$ cat src/rtl/sar_ctrl_pkg.sv
// Shared state encoding, width helper and timing defaults for the SAR scan controller.
package sar_ctrl_pkg;

  typedef enum logic [2:0] {
    S_IDLE,
    S_PICK,
    S_SETTLE,
    S_CONV,
    S_WAIT,
    S_CAPT,
    S_DONE
  } scan_state_t;

  localparam int SETTLE_DEF  = 4;
  localparam int CNV_W_DEF   = 2;
  localparam int TIMEOUT_DEF = 64;

  // Never returns 0, so single-entry ranges still get a 1-bit field.
  function automatic int ch_width(input int n);
    return (n < 2) ? 1 : $clog2(n);
  endfunction

endpackage

$ cat src/rtl/sar_ch_pick.sv
// Combinational finder for the lowest set mask bit at or above ptr.
module sar_ch_pick
  import sar_ctrl_pkg::*;
#(
  parameter int NCH  = 4,
  parameter int CH_W = ch_width(NCH)
) (
  input  logic [NCH-1:0]  mask,
  input  logic [CH_W:0]   ptr,
  output logic            found,
  output logic [CH_W-1:0] index
);

  // Scan downward so the lowest qualifying index is the last one written.
  always_comb begin
    found = 1'b0;
    index = '0;
    for (int i = NCH - 1; i >= 0; i--) begin
      if (mask[i] && ((CH_W+1)'(i) >= ptr)) begin
        found = 1'b1;
        index = CH_W'(i);
      end
    end
  end

endmodule

$ cat src/rtl/sar_scan_ctrl.sv
// Multi-channel scan scheduler for the sar_logic core: settle, pulse cnvst, wait eoc, capture.
// Per channel: SETTLE + CNV_W + eoc delay + 3 cycles; results land in a bank and a pulse stream.
module sar_scan_ctrl
  import sar_ctrl_pkg::*;
#(
  parameter int NCH     = 4,
  parameter int DW      = 8,
  parameter int SETTLE  = SETTLE_DEF,
  parameter int CNV_W   = CNV_W_DEF,
  parameter int TIMEOUT = TIMEOUT_DEF,
  localparam int CH_W   = ch_width(NCH)
) (
  input  logic            clk,
  input  logic            rst,
  input  logic            start,
  input  logic            continuous,
  input  logic [NCH-1:0]  ch_mask,
  input  logic            err_clr,
  input  logic            eoc,
  input  logic [DW-1:0]   sar,
  input  logic [CH_W-1:0] rd_ch,
  output logic [CH_W-1:0] mux_sel,
  output logic            cnvst,
  output logic            busy,
  output logic            res_valid,
  output logic [CH_W-1:0] res_ch,
  output logic [DW-1:0]   res_data,
  output logic            scan_done,
  output logic            timeout_err,
  output logic [DW-1:0]   rd_data
);

  localparam int CNT_MAX = (SETTLE > CNV_W) ? ((SETTLE > TIMEOUT) ? SETTLE : TIMEOUT)
                                            : ((CNV_W > TIMEOUT) ? CNV_W : TIMEOUT);
  localparam int CNT_W = ch_width(CNT_MAX);
  localparam logic [CNT_W-1:0] SETTLE_END = CNT_W'(SETTLE - 1);
  localparam logic [CNT_W-1:0] CNV_END    = CNT_W'(CNV_W - 1);
  localparam logic [CNT_W-1:0] TO_END     = CNT_W'(TIMEOUT - 1);
  localparam logic [CH_W-1:0]  LAST_CH    = CH_W'(NCH - 1);
  localparam logic [CH_W:0]    NCH_P      = (CH_W+1)'(NCH);

  scan_state_t     state, state_n;
  logic [NCH-1:0]  mask;
  logic [CH_W:0]   ptr;
  logic [CH_W:0]   ptr_inc;
  logic [CNT_W-1:0] cnt;
  logic            eoc_d;
  logic            eoc_rise;
  logic            tmo;
  logic            pick_found;
  logic [CH_W-1:0] pick_idx;
  logic [DW-1:0]   bank [NCH];

  sar_ch_pick #(.NCH(NCH), .CH_W(CH_W)) u_pick (
    .mask  (mask),
    .ptr   (ptr),
    .found (pick_found),
    .index (pick_idx)
  );

  assign eoc_rise = eoc & ~eoc_d;
  assign ptr_inc  = {1'b0, mux_sel} + {{CH_W{1'b0}}, 1'b1};
  assign rd_data  = ({1'b0, rd_ch} < NCH_P) ? bank[rd_ch] : '0;

  always_ff @(posedge clk or posedge rst) begin
    if (rst) state <= S_IDLE;
    else     state <= state_n;
  end

  always_comb begin
    state_n = state;
    cnvst   = 1'b0;
    tmo     = 1'b0;
    unique case (state)
      S_IDLE:   if (start) state_n = (ch_mask == '0) ? S_DONE : S_PICK;
      S_PICK:   state_n = pick_found ? S_SETTLE : S_DONE;
      S_SETTLE: if (cnt == SETTLE_END) state_n = S_CONV;
      S_CONV: begin
        cnvst = 1'b1;
        if (cnt == CNV_END) state_n = S_WAIT;
      end
      S_WAIT: begin
        // An edge arriving on the last allowed cycle still counts as a conversion.
        if (eoc_rise) begin
          state_n = S_CAPT;
        end else if (cnt == TO_END) begin
          tmo     = 1'b1;
          state_n = S_PICK;
        end
      end
      S_CAPT:   state_n = (mux_sel == LAST_CH) ? S_DONE : S_PICK;
      S_DONE: begin
        if (continuous) state_n = (ch_mask == '0) ? S_DONE : S_PICK;
        else            state_n = S_IDLE;
      end
      default:  state_n = S_IDLE;
    endcase
  end

  always_ff @(posedge clk or posedge rst) begin
    if (rst) begin
      mask        <= '0;
      ptr         <= '0;
      cnt         <= '0;
      eoc_d       <= 1'b0;
      mux_sel     <= '0;
      busy        <= 1'b0;
      res_valid   <= 1'b0;
      res_ch      <= '0;
      res_data    <= '0;
      scan_done   <= 1'b0;
      timeout_err <= 1'b0;
      for (int i = 0; i < NCH; i++) bank[i] <= '0;
    end else begin
      eoc_d     <= eoc;
      res_valid <= 1'b0;
      scan_done <= 1'b0;
      if (err_clr) timeout_err <= 1'b0;
      case (state)
        S_IDLE: begin
          if (start) begin
            mask <= ch_mask;
            ptr  <= '0;
            busy <= 1'b1;
          end
        end
        S_PICK: begin
          if (pick_found) begin
            mux_sel <= pick_idx;
            cnt     <= '0;
          end
        end
        S_SETTLE: cnt <= (cnt == SETTLE_END) ? '0 : cnt + CNT_W'(1);
        S_CONV:   cnt <= (cnt == CNV_END) ? '0 : cnt + CNT_W'(1);
        S_WAIT: begin
          cnt <= cnt + CNT_W'(1);
          if (tmo) begin
            timeout_err <= 1'b1;
            ptr         <= ptr_inc;
          end
        end
        S_CAPT: begin
          bank[mux_sel] <= sar;
          res_data      <= sar;
          res_ch        <= mux_sel;
          res_valid     <= 1'b1;
          ptr           <= ptr_inc;
        end
        S_DONE: begin
          scan_done <= 1'b1;
          if (continuous) begin
            mask <= ch_mask;
            ptr  <= '0;
          end else begin
            busy <= 1'b0;
          end
        end
        default: ;
      endcase
    end
  end

endmodule

$ cat config.mk
export PLATFORM = sky130hd
export DESIGN_NAME = sar_scan_ctrl
export DESIGN_NICKNAME = d
export VERILOG_FILES = /design/src/rtl/sar_ctrl_pkg.sv /design/src/rtl/sar_ch_pick.sv /design/src/rtl/sar_scan_ctrl.sv
export SDC_FILE = /design/constraint.sdc
export NUM_CORES = 1
export LEC_CHECK = 0
export CORE_MARGIN = 10
export CORE_UTILIZATION = 45
export CTS_CLUSTER_SIZE = 24
export DETAILED_ROUTE_END_ITERATION = 16
export PLACE_DENSITY = 0.71
export SLEW_MARGIN = 15
export SYNTH_ARGS = -nofsm -noshare
export SYNTH_HDL_FRONTEND = slang
export SYNTH_SLANG_ARGS = --single-unit
$ cat constraint.sdc
create_clock -name clk -period 2.77 [get_ports clk]
set_input_delay 0.554 -clock clk [delete_from_list [all_inputs] [get_ports clk]]
set_output_delay 0.554 -clock clk [all_outputs]
set_load 0.005 [all_outputs]
=== Word level (Yosys, flattened, before mapping) ===
Index checks and enable logic that the tools add are counted.

* Bits in registers: 65
* Latch bits: 0
* Bits in writable memories: 0
* Memory bits (read-only): 0
* Input port bits: 20
* Output and inout port bits: 25
* Memories: 0

* Add/subtract/negate cells: 2
* $mul: 0
* Div/mod/pow operators: 0
* Order comparisons: 7
* Equality and inequality tests: 18
* Shifts and indexed selects: 0
* Multiplexer cells: 47
* Bitwise logic cells: 4
* Reduce and logical (&&, ||, !) cells: 16

{| class="wikitable"
|+ Operator list
! kind !! count
|-
| $mux 3 || 12
|-
| $bwmux 32 || 1
|-
| $mux 8 || 3
|-
| $pmux 6 s4 || 1
|-
| $pmux 3 s7 || 1
|-
| $mux 6 || 3
|-
| $bmux 8 s2 || 1
|-
| $demux 8 s2 || 1
|-
| $mux 1 || 15
|-
| $ne 2x2->1 const B || 7
|-
| $pmux 3 s4 || 1
|-
| $eq 3x3->1 const B || 3
|-
| $mux 2 || 4
|-
| $mux 4 || 2
|-
| $pmux 4 s2 || 1
|-
| $reduce_and 4->1 || 2
|-
| $reduce_bool 4->1 || 2
|-
| $add 6x1->6 const B || 1
|-
| $eq 3x2->1 const B || 2
|-
| $eq 6x1->1 const B || 1
|-
| $eq 6x2->1 const B || 1
|-
| $eq 6x6->1 const B || 1
|-
| $ge 1x3->1 const A || 2
|-
| $ge 2x3->1 const A || 2
|-
| other kinds (16) || 24
|}

=== Longest topological paths before layout ===
* Depth in word-level cells: 8
* Gate-level depth with buffers: 7

=== Hierarchy ===
From an unflattened synthesis, not the netlist that was laid out.

* Cell total of the unflattened synthesis: 268
* Area total of the unflattened synthesis: 3146.8 sq um

{| class="wikitable"
|+ By module, submodules not included
! module !! times used !! cells each !! area an instance (sq um) !! sequential area each (sq um)
|-
| sar_scan_ctrl || 1 || 257 || 3079.2 || 1626.6
|-
| sar_ch_pick || 1 || 11 || 67.6 || 0.0
|}

=== Least setup slack after synthesis ===
OpenSTA, ideal clock, no wires.

* Path kind: in2out
* Start point: in rd_ch[0]
* End point: out rd_data[0]
* Data arrival time: 1314 ps
* Required time: 2216 ps
* Path slack: 902 ps
* Stages: 2
* Path buffers: 1
* Path through: buf_2 -> mux4_2

* Cells in the longest elaborated chain, start to end: 4

{| class="wikitable"
|+ Ends and longest elaborated chain
! element !! RTL line !! RTL
|-
| start: declaration || sar_scan_ctrl.sv:21 || <nowiki>input logic [CH_W-1:0] rd_ch,</nowiki>
|-
| $not 2->3 (not written as such) || sar_scan_ctrl.sv:63 || <nowiki>assign rd_data = ({1'b0, rd_ch} < NCH_P) ? bank[rd_ch] : '0;</nowiki>
|-
| $bmux 8 s2 || sar_scan_ctrl.sv:63 ||
|-
| $mux 8 (not written as such) (2 in a row) || sar_scan_ctrl.sv:63 ||
|-
| end: declaration || sar_scan_ctrl.sv:30 || <nowiki>output logic [DW-1:0] rd_data</nowiki>
|}

Every way passes these cells. The select of a mux whose other input is x is not followed.

=== Final worst setup path ===
* Start point: in rd_ch[0]
* End point: out rd_data[5]

The elaborated chain is that of the path after synthesis.

==> impl_metrics.ini <==
[floorplan]
fp.dieW_um = 104
die_area_um2 = 10700
rows = 30
fp.dieH_um = 104
coreArea_um2 = 6790
pin_count = 45
initial_core_util = 0.462

[drt]
avgRoutedWirePerCell_um = 16.0
drt_iter0_markers = 141
drc = 0
wl_met1_um = 3060
wl_um = 6750
postRouteAntennaNets = 0
dr.pass1.iters = 4
vias = 2200
viasPerCell = 5.20
wl_met3_um = 328
maxUsedRoutingLayer = met4
met2_length_um = 3220

[critical_path]
timing.rr.end = bank[28]$_DFFE_PP0P_
crit_required_ns = 2.22
critPathMaxFanout = 7
setup.worst_path.start_class = primary input
worst-r2r-cell-count = 5
cp_data_arrival_time_ns = 2.17
path_class = primary input to primary output
setup.worst_path.start = rd_ch[0]
endpoint_kind = primary output
reg2reg_slack_ns = 0.75
r2r-start = state[2]$_DFFE_PP0P_
cp-endpoint = rd_data[5]

[sta]
rsz0062_at_grt = no
setup_ws_ns = 0.0461
max_freq_mhz = 367
holdWs_ns = 0.476
slew_violations = 0
final.period_utilization = 0.983
hold_violations = 0
tightest_slew_ns = 0.544
finClkSkew_ns = 0.0119
fin_crit_ns = 2.72
setup_viol = 0
maxSlewHeadroom = 0.634

[yosys]
seq_area_frac_synth = 0.518
async_reset_ff_frac = 1.00
syn-mean-instance-area_um2 = 11.7
yosysTopAreaCell = dfrtp_1
synth_top_area_share = 0.518
synth_area_leaders = dfrtp_1 52%, mux2_1 8.6%, mux4_2 5.7%
yosysUniqueCellTypes = 51
synthFlopType = dfrtp_1
synth_edf_count = 0
syn-num-nets = 294
netlist_area_um2 = 3140
synth_warnings = 0
yosys_register_bits = 65
netlist_instances = 268

[clocking]
cts_buffer_depth = 2
clk_pin_slew_ns = 0.07
worstSkewPairLatency_ns = 0.35
ctsHtreeMaxLevel = 3
numCtsBuffers = 9
cts_root_buffer = clkbuf_8
cts_tree = yes
clock_sinks = 65

[layout]
utilization = 0.588
syn2layout_area_growth_pct = 27.3
drive_gt1_frac = 0.174
fin_nets = 348
n_antenna_cell = 0
finalInstanceArea_um2 = 3990
final_cells = 423

[placed_design]
dpl_cell_area_um2 = 3720
post-place-ws_ns = -0.00392
place_inst = 405
port_buffers = 44
place_congestion = 0.808
place_hpwl_um = 4660

[grt]
antenna_found_initial = 0
grt_util_all_layers = 0.131
grt_start_max_net_pins = 66
grt_pass1_wl_um = 11600
grt_overflow = 0
grt_pass1_vias = 2269

[job]
maxCapViolations = 0

[power_and_ir_drop]
p_leak_uw = 0.00172
power.density_nw_per_um2 = 997
vdd_drop_max_uv = 437

[status]
outcome = finished, final reports clean

[min_path]
min_path_type = flop to flop
[cells in the final DEF, fill, tap and decap left out, types with 5 or more instances in the layout]
cell type	count
dfrtp_1	65
nand2_1	47
clkdlybuf4s50_1	41
mux2_1	24
mux2_2	14
inv_1	13
clkbuf_8	10
nor2_1	9
mux4_2	8
o21ai_0	7
ha_1	6
buf_4	6
nand2b_1	5
[logic make-up (layout without fill, tap and decap cells)]
group                    after synthesis  count (layout)  synth area share
XOR/XNOR                               1               1           0.00279
adder cells (fa/ha/maj)                6               6            0.0239
AO/OA/AOI/OAI                         39              39            0.0901
buffers and inverters                 25              84            0.0339
flip-flops                            65              65             0.518
multiplexers                          49              49             0.203
AND/OR/NAND/NOR                       83              83             0.128
[per-layer routing]
metal  global-route usage  vias to the layer above
li1                     -                     1060
met1                0.165                     1063
met2                0.203                       63
met3               0.0372                       14
met4               0.0585                        0
met5                    0                        -
[final cells by class]
cell class,instances,area (µm²)
clock buffer,10,138
clock inverter,6,115
fill,585,2800
inverter,16,60.1
multi-input combinational,178,1410
sequential,65,1630
tap,96,120
timing repair buffer,52,529
[synth_stat cells, types with 2 or more instances]
master / number
a21oi_1: 4
a221o_1: 2
a31oi_1: 3
and2_1: 3
and3_1: 2
buf_2: 4
buf_4: 2
clkbuf_1: 2
dfrtp_1: 65
ha_1: 6
inv_1: 14
inv_2: 2
mux2_1: 24
mux2_2: 14
mux2i_1: 3
mux4_2: 8
nand2_1: 47
nand2b_1: 5
nand3_1: 4
nor2_1: 9
nor2b_1: 2
nor4_1: 2
o211ai_1: 2
o21ai_0: 7
o21ai_1: 2
o22ai_1: 4
o32ai_1: 2
[flip-flops by register name, indices dropped and copies added (netlist names)]
name	count
busy	1
mask	4
cnt	6
timeout_err	1
mux_sel	2
res_data	8
ptr	3
state	3
scan_done	1
eoc_d	1
res_ch	2
bank	32
res_valid	1
[worst min-delay path by stage]
stage                              endpoint  slack (ns)                    start  depth (start not counted)
CTS                 res_data[6]$_DFFE_PP0P_        0.48  res_data[6]$_DFFE_PP0P_                          2
floorplan              bank[10]$_DFFE_PP0P_        0.46     bank[10]$_DFFE_PP0P_                          1
global route            bank[7]$_DFFE_PP0P_        0.51      bank[7]$_DFFE_PP0P_                          1
finish              res_data[6]$_DFFE_PP0P_        0.48  res_data[6]$_DFFE_PP0P_                          2
detailed placement  res_data[1]$_DFFE_PP0P_        0.46  res_data[1]$_DFFE_PP0P_                          2
global placement    res_data[6]$_DFFE_PP0P_        0.46  res_data[6]$_DFFE_PP0P_                          2
[through the flow]
step / power, µW / TNS [ns]
global route: 4260 / 0
finish: 3980 / 0
CTS: 4030 / 0
global placement: 2960 / 0
detailed placement: 3000 / -0.00392
floorplan: 2420 / 0
[critical path, cell delays in order]
cell	delay, ns
clkdlybuf4s50_1	0.51
buf_12	0.14
mux4_2	0.50
clkdlybuf4s50_1	0.46
[power by group]
group | switching [µW] | total, µW | internal [µW]
Clock | 387 | 1010 | 625
Sequential | 251 | 1570 | 1320
Combinational | 596 | 1400 | 804
Total | 1230 | 3980 | 2750
[what timing repair did]
action,in CTS,in global routing
buffers inserted,0,2
gates resized for setup,1,2
endpoints found under the setup margin,1,5
hold buffers,0,0
(Power assumes the default switching activity.)
